==> config.mk <==
export PLATFORM = sky130hd
export DESIGN_NAME = cw305_usb_bus_master
export DESIGN_NICKNAME = d
export VERILOG_FILES = /design/src/rtl/cw305_bus_pkg.sv /design/src/rtl/cw305_bus_phase_timer.sv /design/src/rtl/cw305_usb_bus_master.sv
export SDC_FILE = /design/constraint.sdc
export NUM_CORES = 1
export LEC_CHECK = 0
export BUFFER_PORTS_ARGS = -buffer_cell sky130_fd_sc_hd__buf_2
export CORE_ASPECT_RATIO = 2
export CORE_MARGIN = 4
export CORE_UTILIZATION = 40
export CTS_CLUSTER_DIAMETER = 40
export DETAILED_ROUTE_END_ITERATION = 16
export GPL_TIMING_DRIVEN = 0
export PLACE_DENSITY = 0.67
export SLEW_MARGIN = 20
export SYNTH_ARGS = -nofsm -noshare
export SYNTH_HDL_FRONTEND = slang
export SYNTH_SLANG_ARGS = --single-unit
==> constraint.sdc <==
create_clock -name usb_clk -period 3.97 [get_ports usb_clk]
set_input_delay 0.794 -clock usb_clk [delete_from_list [all_inputs] [get_ports usb_clk]]
set_output_delay 0.794 -clock usb_clk [all_outputs]
set_load 0.1 [all_outputs]
==> src/rtl/cw305_bus_pkg.sv <==
// cw305_bus_pkg: shared state encoding, default bus timing and burst address helper for the USB bus master.
package cw305_bus_pkg;

    typedef enum logic [2:0] {
        ST_IDLE,
        ST_WAIT_DATA,
        ST_SETUP,
        ST_STROBE,
        ST_HOLD,
        ST_NEXT,
        ST_DONE
    } bus_state_e;

    localparam int DEF_ADDR_WIDTH   = 21;
    localparam int DEF_BYTECNT_SIZE = 7;
    localparam int DEF_SETUP        = 1;
    localparam int DEF_STROBE       = 2;
    localparam int DEF_HOLD         = 1;

    function automatic int max3(input int a, input int b, input int c);
        return (a > b) ? ((a > c) ? a : c) : ((b > c) ? b : c);
    endfunction

    // Increment only the low byte-count field, wrapping inside it; upper bits pass through.
    function automatic logic [63:0] burst_next_addr(input logic [63:0] addr, input int unsigned cnt_bits);
        logic [63:0] mask;
        mask = (64'd1 << cnt_bits) - 64'd1;
        return (addr & ~mask) | ((addr + 64'd1) & mask);
    endfunction

endpackage

==> src/rtl/cw305_bus_phase_timer.sv <==
// cw305_bus_phase_timer: loadable down-counter that flags the last cycle of a bus phase.
//   usb_clk  : clock
//   reset_i  : synchronous active-high reset
//   load     : load load_val this cycle (phase entry)
//   load_val : phase length minus one
//   last     : current cycle is the final cycle of the phase
module cw305_bus_phase_timer #(
    parameter int pMAX = 2,
    localparam int CW = $clog2(pMAX + 1)
) (
    input  logic          usb_clk,
    input  logic          reset_i,
    input  logic          load,
    input  logic [CW-1:0] load_val,
    output logic          last
);

    logic [CW-1:0] cnt;

    always_ff @(posedge usb_clk) begin
        if (reset_i)
            cnt <= '0;
        else if (load)
            cnt <= load_val;
        else if (cnt != '0)
            cnt <= cnt - CW'(1);
    end

    assign last = cnt == '0;

endmodule

==> src/rtl/cw305_usb_bus_master.sv <==
// cw305_usb_bus_master: turns command/stream requests into timed SAM3U-style parallel bus cycles.
//   usb_clk, reset_i                  : clock, synchronous active-high reset
//   cmd_valid/ready/write/addr/len    : burst command (len 0 means 1 byte)
//   wdata/wdata_valid/wdata_ready     : write byte stream
//   rdata/rdata_valid                 : read byte stream, no backpressure
//   done                              : pulse after the last byte of a burst
//   usb_addr/data_o/data_oe/data_i    : bus address and split data lines
//   usb_rdn/usb_wrn/usb_cen           : active-low strobes
module cw305_usb_bus_master import cw305_bus_pkg::*; #(
    parameter int pADDR_WIDTH   = DEF_ADDR_WIDTH,
    parameter int pBYTECNT_SIZE = DEF_BYTECNT_SIZE,
    parameter int pSETUP        = DEF_SETUP,
    parameter int pSTROBE       = DEF_STROBE,
    parameter int pHOLD         = DEF_HOLD
) (
    input  logic                     usb_clk,
    input  logic                     reset_i,
    input  logic                     cmd_valid,
    output logic                     cmd_ready,
    input  logic                     cmd_write,
    input  logic [pADDR_WIDTH-1:0]   cmd_addr,
    input  logic [pBYTECNT_SIZE:0]   cmd_len,
    input  logic [7:0]               wdata,
    input  logic                     wdata_valid,
    output logic                     wdata_ready,
    output logic [7:0]               rdata,
    output logic                     rdata_valid,
    output logic                     done,
    output logic [pADDR_WIDTH-1:0]   usb_addr,
    output logic [7:0]               usb_data_o,
    output logic                     usb_data_oe,
    input  logic [7:0]               usb_data_i,
    output logic                     usb_rdn,
    output logic                     usb_wrn,
    output logic                     usb_cen
);

    localparam int pMAX = max3(pSETUP, pSTROBE, pHOLD);
    localparam int TW   = $clog2(pMAX + 1);
    localparam int CW   = pBYTECNT_SIZE + 1;

    bus_state_e    state_q, state_d;
    logic          wr_q, wr_n, on_bus, load, last;
    logic [CW-1:0] remain_q;
    logic [TW-1:0] load_val;

    cw305_bus_phase_timer #(.pMAX(pMAX)) u_timer (
        .usb_clk  (usb_clk),
        .reset_i  (reset_i),
        .load     (load),
        .load_val (load_val),
        .last     (last)
    );

    assign cmd_ready   = state_q == ST_IDLE && !reset_i;
    assign wdata_ready = state_q == ST_WAIT_DATA && wdata_valid && !reset_i;

    // Reads pass through ST_NEXT between bytes so cen always idles one cycle; writes get that gap from ST_WAIT_DATA.
    always_comb begin
        state_d = state_q;
        case (state_q)
            ST_IDLE:      if (cmd_valid) state_d = cmd_write ? ST_WAIT_DATA : ST_SETUP;
            ST_WAIT_DATA: if (wdata_valid) state_d = ST_SETUP;
            ST_SETUP:     if (last) state_d = ST_STROBE;
            ST_STROBE:    if (last) state_d = ST_HOLD;
            ST_HOLD:      if (last) state_d = remain_q == CW'(1) ? ST_DONE : wr_q ? ST_WAIT_DATA : ST_NEXT;
            ST_NEXT:      state_d = ST_SETUP;
            ST_DONE:      state_d = ST_IDLE;
            default:      state_d = ST_IDLE;
        endcase
        wr_n     = state_q == ST_IDLE ? cmd_write : wr_q;
        on_bus   = state_d inside {ST_SETUP, ST_STROBE, ST_HOLD};
        load     = state_d != state_q;
        load_val = state_d == ST_SETUP ? TW'(pSETUP - 1) : state_d == ST_STROBE ? TW'(pSTROBE - 1) : TW'(pHOLD - 1);
    end

    // Bus strobes are registered from the next state so they switch cleanly on the clock edge.
    always_ff @(posedge usb_clk) begin
        if (reset_i) begin
            state_q     <= ST_IDLE;
            wr_q        <= 1'b0;
            remain_q    <= '0;
            usb_addr    <= '0;
            usb_data_o  <= '0;
            rdata       <= '0;
            rdata_valid <= 1'b0;
            done        <= 1'b0;
            usb_cen     <= 1'b1;
            usb_rdn     <= 1'b1;
            usb_wrn     <= 1'b1;
            usb_data_oe <= 1'b0;
        end else begin
            state_q     <= state_d;
            usb_cen     <= !on_bus;
            usb_rdn     <= !(state_d == ST_STROBE && !wr_n);
            usb_wrn     <= !(state_d == ST_STROBE && wr_n);
            usb_data_oe <= on_bus && wr_n;
            done        <= state_d == ST_DONE;
            rdata_valid <= state_q == ST_STROBE && last && !wr_q;
            if (state_q == ST_IDLE && cmd_valid) begin
                wr_q     <= cmd_write;
                usb_addr <= cmd_addr;
                remain_q <= cmd_len == '0 ? CW'(1) : cmd_len;
            end
            if (wdata_ready)
                usb_data_o <= wdata;
            if (state_q == ST_STROBE && last && !wr_q)
                rdata <= usb_data_i;
            if (state_q == ST_HOLD && last) begin
                remain_q <= remain_q - CW'(1);
                if (state_d != ST_DONE)
                    usb_addr <= pADDR_WIDTH'(burst_next_addr(64'(usb_addr), pBYTECNT_SIZE));
            end
        end
    end

endmodule
==> impl_results.md <==
- GRT Util Overall: 18.8%
- R2R setup slack: 1860 ps
- Worst Path Max Fanout: 10
- Slew at the pin closest to its max-slew limit: 679 ps
- Root buf cell: clkbuf_16
- Crit Path Category: in2out
- P per Cell Area: 705 mW/mm2
- Resized Gates After CTS: 0
- Cell accounting for the most synthesized area: dfxtp_1
- Slew Viols, Final: 0
- Worst Path Required: 3180 ps
- Hold slack: 447 ps
- DR WL/cell: 13.7 um
- Die H: 120 um
- Final WL: 6950 um
- PortBufs: 94
- Worst VDD drop: 431 uV
- Synth Warn #: 0
- Hold_sp: usb_data_o[2]
- Register area share after synthesis: 45.2%
- Mapped Area: 0.00252 mm2
- # DRC: 0
- Most used DFF post-synth: dfxtp_1
- Most common cell after layout, fill and taps aside: buf_2
- Internal: 0.00145 W
- RSZ-0062 raised after global routing: no
- Num CTS Buffers: 9
- First-pass GRT wire length: 11400 um
- H-tree depth: 3
- Minimum clock period: 2990 ps
- # diodes: 0
- Core Region: 0.00606 mm2
- Maximum clock rate: 0.334 GHz
- Most frequent cells in the layout: 99 x buf_2, 68 x nand2_1, 57 x dfxtp_1
- Async SR Flop Fraction: 0%
- Worst endpoint data arrival time: 2200 ps
- Hold-fix buffer count after cts: 0
- Largest net degree at the start of global routing: 11
- Num Clock Sinks: 57
- Clock power share: 33.5%
- Top cells by area in the synthesized netlist: dfxtp_1 45%, nand2_1 10%, a21oi_1 9.7%, nor2_1 3.3%, o21ai_0 3.2%
- Area Growth Syn to Fin: 36.0%
- Post-synth EDFFs: 0
- Crit start category: input pin
- Clock Latency Late Sink: 320 ps
- Layout cells sized above 1: 29.8%
- Mapped Cells: 313
- Nets@finish: 472
- Psw: 0.000972 W
- Dpl hpwl: 5300 um
- Initial antenna violation count: 0
- CP Capture Type: output pin
- Final Hold Viols: 0
- Initial core utilization: 41.7%
- Chip Width: 64.2 um
- Post-synth top area share: 45.2%
- Leak: 1.49 nW
- Max-Slew Margin vs Limit: 54.7%
- Vias per cell: 5.07
- Layout filler cell count: 604
- Hold Crit Class: reg2reg
- Die Area: 0.00772 mm2
- Gate power share: 37.1%
- RD Place Congestion: 0.808
- Via count: 2573
- Setup TNS Final: 0 ps
- Final worst path period share: 75.3%
- Switch share: 40.1%
- Status: completed
- Storage element area: 0.00114 mm2
- Initial DRC Count: 103
- Clock Pin Slew Worst Setup and Hold Paths: 40 ps
- # setup viols final: 0
- Worst reg2reg path depth: 7
- RR Endpoint: usb_addr[0]
- Syn_area_per_cell: 8.06 um2
- Synth unique cells: 49
- Synth Net Count: 367
- Hold Path Cell Cnt: 2
- Worst r2r src: u_timer.cnt[0]
- #FFs+latches synth: 57
- Register share of total power: 29.4%
- # Post-CTS Setup Buffers: 0
- CTS tree: yes
- Tot Pwr: 0.00242 W
- Hold EP: usb_data_o[2]
- TritonRoute pass-1 iters: 5
- Row count: 40
- Area of the multi-input gates: 0.00127 mm2
- Clock Tree Buf Depth: 2
- Max cap viols: 0
- Grt total ovfl: 0
- Ports: 95
- Final ANT Viol Nets: 0
- Vias in the first global route: 2527
- Clk_skew: 3.36 ps
worst max-delay path by stage:
| stage | slack, ps | start | endpoint |
|---|---|---|---|
| after global routing | 810 | reset_i | wdata_ready |
| after CTS | 940 | reset_i | wdata_ready |
| after global placement | 910 | reset_i | wdata_ready |
| after floorplan | 340 | reset_i | cmd_ready |
| after detailed placement | 940 | reset_i | wdata_ready |
| final | 980 | reset_i | wdata_ready |
cell type report:
class / count / share of cell area, %
multi-input combinational: 229 / 36.9
timing repair buffer: 94 / 13.7
tap: 84 / 3.06
inverter: 7 / 0.765
sequential: 57 / 33.2
clock buffer: 15 / 8.67
clock inverter: 1 / 0.875
buffer: 20 / 2.81
sequential cells by signal, indices dropped and copies added (netlist names):
register     count
state_q          3
remain_q         8
usb_data_oe      1
wr_q             1
rdata_valid      1
u_timer.cnt      2
done             1
rdata            8
usb_data_o       8
usb_cen          1
usb_addr        21
usb_rdn          1
usb_wrn          1
metrics by stage:
step	worst slack (ps)	instance area, um2	util (%)	cells
after detailed placement	938	3110	51.3	491
after global placement	911	3110	51.3	491
after CTS	938	3430	56.7	507
after global routing	811	3430	56.7	507
after floorplan	337	2530	-	313
final	979	3430	56.7	507
critical path, stage by stage:
cell and delay, ps:
buf_2 100, clkbuf_1 360, clkbuf_1 510, nor2_1 110, buf_2 310
metal layers:
| metal | vias to the layer above | GRT usage (%) | share of wire [%] |
|---|---|---|---|
| met1 | 1167 | 19.1 | 37 |
| met2 | 88 | 35.4 | 56 |
| li1 | 1308 | - | - |
| met5 | - | 0 | 0 |
| met4 | 0 | 8.21 | 1.8 |
| met3 | 10 | 4.55 | 5.8 |
power groups by stage:
stage	Combinational [W]	Clock [W]	Sequential, W
after global placement	0.000893	0	0.000719
after detailed placement	0.000899	0	0.000721
after floorplan	0.000378	0	0.00107
final	0.000899	0.000811	0.000711
after CTS	0.000903	0.000832	0.000711
after global routing	0.000965	0.000861	0.000722
synthesized netlist by cell type (2+ instances only):
cell and instances:
nand2_1 68, dfxtp_1 57, a21oi_1 49, nor2_1 22, o21ai_0 16, clkbuf_1 13, nor3_1 9, inv_1 7
nand3_1 7, buf_2 5, ha_1 4, a221oi_1 3, a32oi_1 3, and2_1 3, a211oi_1 2, a21o_1 2
a31oi_1 2, and3_1 2, buf_6 2, nand3b_1 2, nand4b_1 2, nor2b_1 2, nor4_1 2, o211ai_1 2
o31ai_1 2, or3_1 2
kinds of logic after synthesis:
kind of cell | after synthesis | synth area share [%]
adders and majority gates | 4 | 1.98
DFF | 57 | 45.2
xor gates and xnor gates | 1 | 0.347
and+or+nand+nor | 134 | 26.0
AOI/OAI and AO/OA | 88 | 20.8
muxes | 2 | 0.843
buffers and inverters | 27 | 4.86
Power figures use the tool's default switching activity.
